[src/rtl/tl_buffer_a64d64.sv]
// Two-channel TileLink-UL register buffer: independent A and D FIFOs that break
// the ready/valid path between the 64-bit bus crossing and the width widget.

package tl_buffer_a64d64_pkg;
  localparam int unsigned ADDR_W = 32;
  localparam int unsigned DATA_W = 64;
  localparam int unsigned MASK_W = 8;
  localparam int unsigned SIZE_W = 4;
  localparam int unsigned SRC_W  = 4;
  localparam int unsigned SINK_W = 4;

  typedef struct packed {
    logic [2:0]        opcode;
    logic [2:0]        param;
    logic [SIZE_W-1:0] size;
    logic [SRC_W-1:0]  source;
    logic [ADDR_W-1:0] address;
    logic [MASK_W-1:0] mask;
    logic [DATA_W-1:0] data;
    logic              corrupt;
  } tl_a_t;

  typedef struct packed {
    logic [2:0]        opcode;
    logic [1:0]        param;
    logic [SIZE_W-1:0] size;
    logic [SRC_W-1:0]  source;
    logic [SINK_W-1:0] sink;
    logic              denied;
    logic [DATA_W-1:0] data;
    logic              corrupt;
  } tl_d_t;
endpackage

// Circular FIFO with registered storage; ready depends only on occupancy.
module tl_buffer_fifo #(
  parameter int unsigned DEPTH = 2,
  parameter int unsigned WIDTH = 1
) (
  input  logic             clock,
  input  logic             reset,
  input  logic             in_valid,
  output logic             in_ready,
  input  logic [WIDTH-1:0] in_bits,
  output logic             out_valid,
  input  logic             out_ready,
  output logic [WIDTH-1:0] out_bits
);
  localparam int unsigned PTR_W = (DEPTH > 1) ? $clog2(DEPTH) : 1;
  localparam int unsigned CNT_W = $clog2(DEPTH + 1);
  localparam logic [PTR_W-1:0] LAST = PTR_W'(DEPTH - 1);
  localparam logic [CNT_W-1:0] FULL = CNT_W'(DEPTH);

  logic [WIDTH-1:0] mem [DEPTH];
  logic [PTR_W-1:0] wp;
  logic [PTR_W-1:0] rp;
  logic [CNT_W-1:0] count;
  logic             in_reset;
  logic             enq;
  logic             deq;

  // Explicit wrap keeps non-power-of-2 depths from skipping into unused slots.
  function automatic logic [PTR_W-1:0] bump(input logic [PTR_W-1:0] p);
    return (p == LAST) ? '0 : p + PTR_W'(1);
  endfunction

  always_comb begin
    in_ready  = (count != FULL) && !in_reset;
    out_valid = (count != '0);
    out_bits  = mem[rp];
    enq       = in_valid && in_ready;
    deq       = out_valid && out_ready;
  end

  always_ff @(posedge clock or negedge reset) begin
    if (!reset) begin
      for (int unsigned i = 0; i < DEPTH; i++) mem[i] <= '0;
      wp       <= '0;
      rp       <= '0;
      count    <= '0;
      in_reset <= 1'b1;
    end else begin
      in_reset <= 1'b0;
      if (enq) begin
        mem[wp] <= in_bits;
        wp      <= bump(wp);
      end
      if (deq) rp <= bump(rp);
      if (enq && !deq)      count <= count + CNT_W'(1);
      else if (!enq && deq) count <= count - CNT_W'(1);
    end
  end
endmodule

module tl_buffer_a64d64
  import tl_buffer_a64d64_pkg::*;
#(
  parameter int unsigned DEPTH_A = 2,
  parameter int unsigned DEPTH_D = 2
) (
  input  logic        clock,
  input  logic        reset,
  input  logic        auto_in_a_valid,
  output logic        auto_in_a_ready,
  input  logic [2:0]  auto_in_a_bits_opcode,
  input  logic [2:0]  auto_in_a_bits_param,
  input  logic [3:0]  auto_in_a_bits_size,
  input  logic [3:0]  auto_in_a_bits_source,
  input  logic [31:0] auto_in_a_bits_address,
  input  logic [7:0]  auto_in_a_bits_mask,
  input  logic [63:0] auto_in_a_bits_data,
  input  logic        auto_in_a_bits_corrupt,
  output logic        auto_out_a_valid,
  input  logic        auto_out_a_ready,
  output logic [2:0]  auto_out_a_bits_opcode,
  output logic [2:0]  auto_out_a_bits_param,
  output logic [3:0]  auto_out_a_bits_size,
  output logic [3:0]  auto_out_a_bits_source,
  output logic [31:0] auto_out_a_bits_address,
  output logic [7:0]  auto_out_a_bits_mask,
  output logic [63:0] auto_out_a_bits_data,
  output logic        auto_out_a_bits_corrupt,
  input  logic        auto_out_d_valid,
  output logic        auto_out_d_ready,
  input  logic [2:0]  auto_out_d_bits_opcode,
  input  logic [1:0]  auto_out_d_bits_param,
  input  logic [3:0]  auto_out_d_bits_size,
  input  logic [3:0]  auto_out_d_bits_source,
  input  logic [3:0]  auto_out_d_bits_sink,
  input  logic        auto_out_d_bits_denied,
  input  logic [63:0] auto_out_d_bits_data,
  input  logic        auto_out_d_bits_corrupt,
  output logic        auto_in_d_valid,
  input  logic        auto_in_d_ready,
  output logic [2:0]  auto_in_d_bits_opcode,
  output logic [1:0]  auto_in_d_bits_param,
  output logic [3:0]  auto_in_d_bits_size,
  output logic [3:0]  auto_in_d_bits_source,
  output logic [3:0]  auto_in_d_bits_sink,
  output logic        auto_in_d_bits_denied,
  output logic [63:0] auto_in_d_bits_data,
  output logic        auto_in_d_bits_corrupt
);
  tl_a_t a_in;
  tl_a_t a_out;
  tl_d_t d_in;
  tl_d_t d_out;

  assign a_in = '{auto_in_a_bits_opcode, auto_in_a_bits_param, auto_in_a_bits_size,
                  auto_in_a_bits_source, auto_in_a_bits_address, auto_in_a_bits_mask,
                  auto_in_a_bits_data, auto_in_a_bits_corrupt};
  assign d_in = '{auto_out_d_bits_opcode, auto_out_d_bits_param, auto_out_d_bits_size,
                  auto_out_d_bits_source, auto_out_d_bits_sink, auto_out_d_bits_denied,
                  auto_out_d_bits_data, auto_out_d_bits_corrupt};

  tl_buffer_fifo #(.DEPTH(DEPTH_A), .WIDTH($bits(tl_a_t))) u_a (
    .clock     (clock),
    .reset     (reset),
    .in_valid  (auto_in_a_valid),
    .in_ready  (auto_in_a_ready),
    .in_bits   (a_in),
    .out_valid (auto_out_a_valid),
    .out_ready (auto_out_a_ready),
    .out_bits  (a_out)
  );

  tl_buffer_fifo #(.DEPTH(DEPTH_D), .WIDTH($bits(tl_d_t))) u_d (
    .clock     (clock),
    .reset     (reset),
    .in_valid  (auto_out_d_valid),
    .in_ready  (auto_out_d_ready),
    .in_bits   (d_in),
    .out_valid (auto_in_d_valid),
    .out_ready (auto_in_d_ready),
    .out_bits  (d_out)
  );

  assign auto_out_a_bits_opcode  = a_out.opcode;
  assign auto_out_a_bits_param   = a_out.param;
  assign auto_out_a_bits_size    = a_out.size;
  assign auto_out_a_bits_source  = a_out.source;
  assign auto_out_a_bits_address = a_out.address;
  assign auto_out_a_bits_mask    = a_out.mask;
  assign auto_out_a_bits_data    = a_out.data;
  assign auto_out_a_bits_corrupt = a_out.corrupt;

  assign auto_in_d_bits_opcode  = d_out.opcode;
  assign auto_in_d_bits_param   = d_out.param;
  assign auto_in_d_bits_size    = d_out.size;
  assign auto_in_d_bits_source  = d_out.source;
  assign auto_in_d_bits_sink    = d_out.sink;
  assign auto_in_d_bits_denied  = d_out.denied;
  assign auto_in_d_bits_data    = d_out.data;
  assign auto_in_d_bits_corrupt = d_out.corrupt;
endmodule

[config.mk]
export PLATFORM = sky130hd
export DESIGN_NAME = tl_buffer_a64d64
export DESIGN_NICKNAME = d
export VERILOG_FILES = /design/src/rtl/tl_buffer_a64d64.sv
export SDC_FILE = /design/constraint.sdc
export NUM_CORES = 1
export LEC_CHECK = 0
export BUFFER_PORTS_ARGS = -buffer_cell sky130_fd_sc_hd__buf_2
export CORE_ASPECT_RATIO = 0.9
export CORE_UTILIZATION = 40
export CTS_CLUSTER_DIAMETER = 60
export DETAILED_ROUTE_END_ITERATION = 6
export PLACE_DENSITY_LB_ADDON = 0.25
export REMOVE_ABC_BUFFERS = 1
export SETUP_SLACK_MARGIN = 0.4
export SLEW_MARGIN = 20
export SYNTH_ARGS = -nofsm -noshare
export SYNTH_HDL_FRONTEND = slang
export SYNTH_HIERARCHICAL = 1
export SYNTH_SLANG_ARGS = --single-unit
[constraint.sdc]
create_clock -name clock -period 4 [get_ports clock]
set_input_delay 1 -clock clock [delete_from_list [all_inputs] [get_ports clock]]
set_output_delay 1 -clock clock [all_outputs]
set_load 0.01 [all_outputs]
==> run_results.csv <==
group,metric,value,unit
finish,final_nets,1757,
die,ioPinCount,414,
worst_setup_path,arrival,2330,ps
logic_synthesis,ys_seq_elements,414,
power_and_ir_drop,powerDensity,890,mW/mm^2
finish,final_cell_area,0.0228,mm^2
logic_synthesis,synth_cell_type_count,22,
clocking,h-tree-depth,2,
clocking,ctsResizeCount,0,
worst_setup_path,r2r-start,"u_a/in_reset",
worst_setup_path,crit_start,"u_a/rp",
clocking,post-cts-setup-buffer-count,0,
finish,utilization,50.0,%
timing,hold_viol,0,
logic_synthesis,synth_top_area_share,55.5,%
die,start_util,40.7,%
routing,dr.pass1.iters,4,
outcome,outcome,"finished, final reports clean",
power_and_ir_drop,cellLeakagePower,10.8,nW
die,row_count,74,
routing,antenna_left,0,
logic_synthesis,synth_ff_type,"dfrtp_1",
placed_design,postPlaceCellArea,0.0212,mm^2
routing,wire_per_inst,19.2,um
logic_synthesis,synth_common_cells,"dfrtp_1, mux2_2, mux2_4, mux2_1, buf_6",
placed_design,gp_congestion,0.765,
power_and_ir_drop,vdd.ir_drop.worst,0.000434,V
timing,setup_viol,0,
logic_synthesis,ys_top_cells_by_area,"dfrtp_1, mux2_2, mux2_4",
logic_synthesis,ys_async_sr_fraction,100,%
global_route,grt_pass1_wl,66500,um
die,die_area,0.0474,mm^2
worst_setup_path,crit_type,"flip-flop to primary output",
global_route,grt_use_total,17.8,%
clocking,numCtsBuffers,46,
placed_design,place_inst,2107,
finish,drive_gt1_share,65.0,%
logic_synthesis,yosysMostFrequentCell,"dfrtp_1",
logic_synthesis,synthCells,1120,
placed_design,dpl.hpwl,29100,um
clocking,clk_pin_slew_worst_paths,60,ps
timing,setup_slack,672,ps
logic_synthesis,synth-edff-count,0,
timing,period_share,83.2,%
logic_synthesis,syn_area,0.0186,mm^2
die,core-area,0.0456,mm^2
worst_setup_path,path_max_fanout,51,
die,die_y,207,um
timing,hold_ws,477,ps
logic_synthesis,yosys_warnings,6,
logic_synthesis,synth_area_leader_cell,"dfrtp_1",
timing,max_freq,0.301,GHz
timing,min_period,3330,ps
worst_setup_path,r2r_slack,1700,ps
placed_design,portBuffers,413,
routing,via_per_inst,4.85,
global_route,antenna_found_initial,12,
clocking,cts_num_sinks,414,
worst_setup_path,worstSetupStartpointType,"flip-flop",
routing,drcViolationCount,0,
finish,syn_to_final_growth,22.9,%
worst_hold_path,min_path_type,"input port to asynchronous set/reset pin",
clocking,cts_tree,"built",
placed_design,dp_slack,925,ps
global_route,grt_pass1_vias,11600,
routing,via_count,10700,
clocking,clk_latency,560,ps
worst_setup_path,cp-end-kind,"primary output",
timing,skew,16.0,ps
routing,drt_iter0_markers,332,
global_route,grt_max_degree,99,
worst_setup_path,required,3000,ps
clocking,cts_hold_buffers,0,
logic_synthesis,synth_seq_area_share,55.7,%
timing,rsz0062_at_grt,"false",
timing,slew_violations,0,
run,maxCapViolations,0,
routing,totalWireLength,42300,um
timing,relSlewSlack,45.8,%
die,die_w,229,um
global_route,grt_overflow,0,
clocking,cts.path.max_buffers,3,
logic_synthesis,synth_area_per_cell,16.6,um^2
finish,final_cells,2198,
clocking,cts.root.buffer_cell,"clkbuf_16",
timing,worst_slew_pin_slew,813,ps
[worst max-delay path, cell delays in order (launching register included)]
cell and delay (ps):
dfrtp_4 780, buf_12 370, mux2_2 400, buf_2 160
[registers in the layout (all words and copies together), names as in the netlist, 2 cells and up]
register / count
u_d/count: 2
u_d/mem: 166
u_a/count: 2
u_a/mem: 238
[layout by cell type (no fill, tap or decap), types with 3 or more instances in the layout]
cell         n
buf_2      412
dfrtp_1    410
mux2_2     356
mux2_4     143
mux2_1     107
clkbuf_16   49
buf_4       20
clkbuf_8    13
buf_12      12
clkbuf_1    10
clkinv_2     9
xor2_1       6
diode_2      5
nor2b_1      4
nor2_1       4
xnor2_1      4
bufinv_16    3
[cells by family (layout without fill, tap and decap cells)]
kind of cell	Yosys count	after routing	share of synthesized area, %
XOR/XNOR	10	10	0.471
AND/OR/NAND/NOR	20	20	0.646
multiplexers	606	606	39.6
flip-flops	414	414	55.7
adder cells (fa/ha/maj)	2	2	0.135
other	2	7	0.0404
buffers and inverters	66	531	3.38
[routing by layer]
metal	GRT usage (%)	part of all wire, %	vias to the layer above	wire [um]
li1	-	-	4861	-
met1	23.6	44	5448	18800
met2	27.8	46	281	19500
met3	6.30	7.6	58	3210
met4	4.60	1.6	12	675
met5	0	0.21	-	88
[worst paths after layout]
path	endpoint	cells past startpoint
setup / recovery	auto_out_a_bits_data[49]	3
hold / removal	u_a/mem[57]	1
setup reg to reg	u_a/mem[10]	4
hold reg to reg	u_a/mem[37]	1
max in group asynchronous	u_d/mem[118]	2
min in group clock	u_a/mem[37]	1
[where the power goes]
group          switching, mW  total [mW]  internal (mW)
clock                   1.69        4.37           2.67
combinational           3.55        8.42           4.87
sequential              1.20        7.54           6.33
[layout make-up]
cell class / count / area [um^2]
multi-input cells: 640 / 7640
fillers: 3932 / 22800
flip-flops and latches: 414 / 10400
diodes: 5 / 12.5
clock buffers: 72 / 1440
clock inverters: 14 / 154
repair buffers: 445 / 2470
well taps: 608 / 761
[through the flow]
stage | TNS, ps | power (mW)
after CTS | 0 | 20.6
final | 0 | 20.3
after detailed placement | 0 | 16.1
after global routing | 0 | 21.6
after floorplan | -824940 | 13.2
after global placement | 0 | 15.8
(Power assumes the default switching activity.)
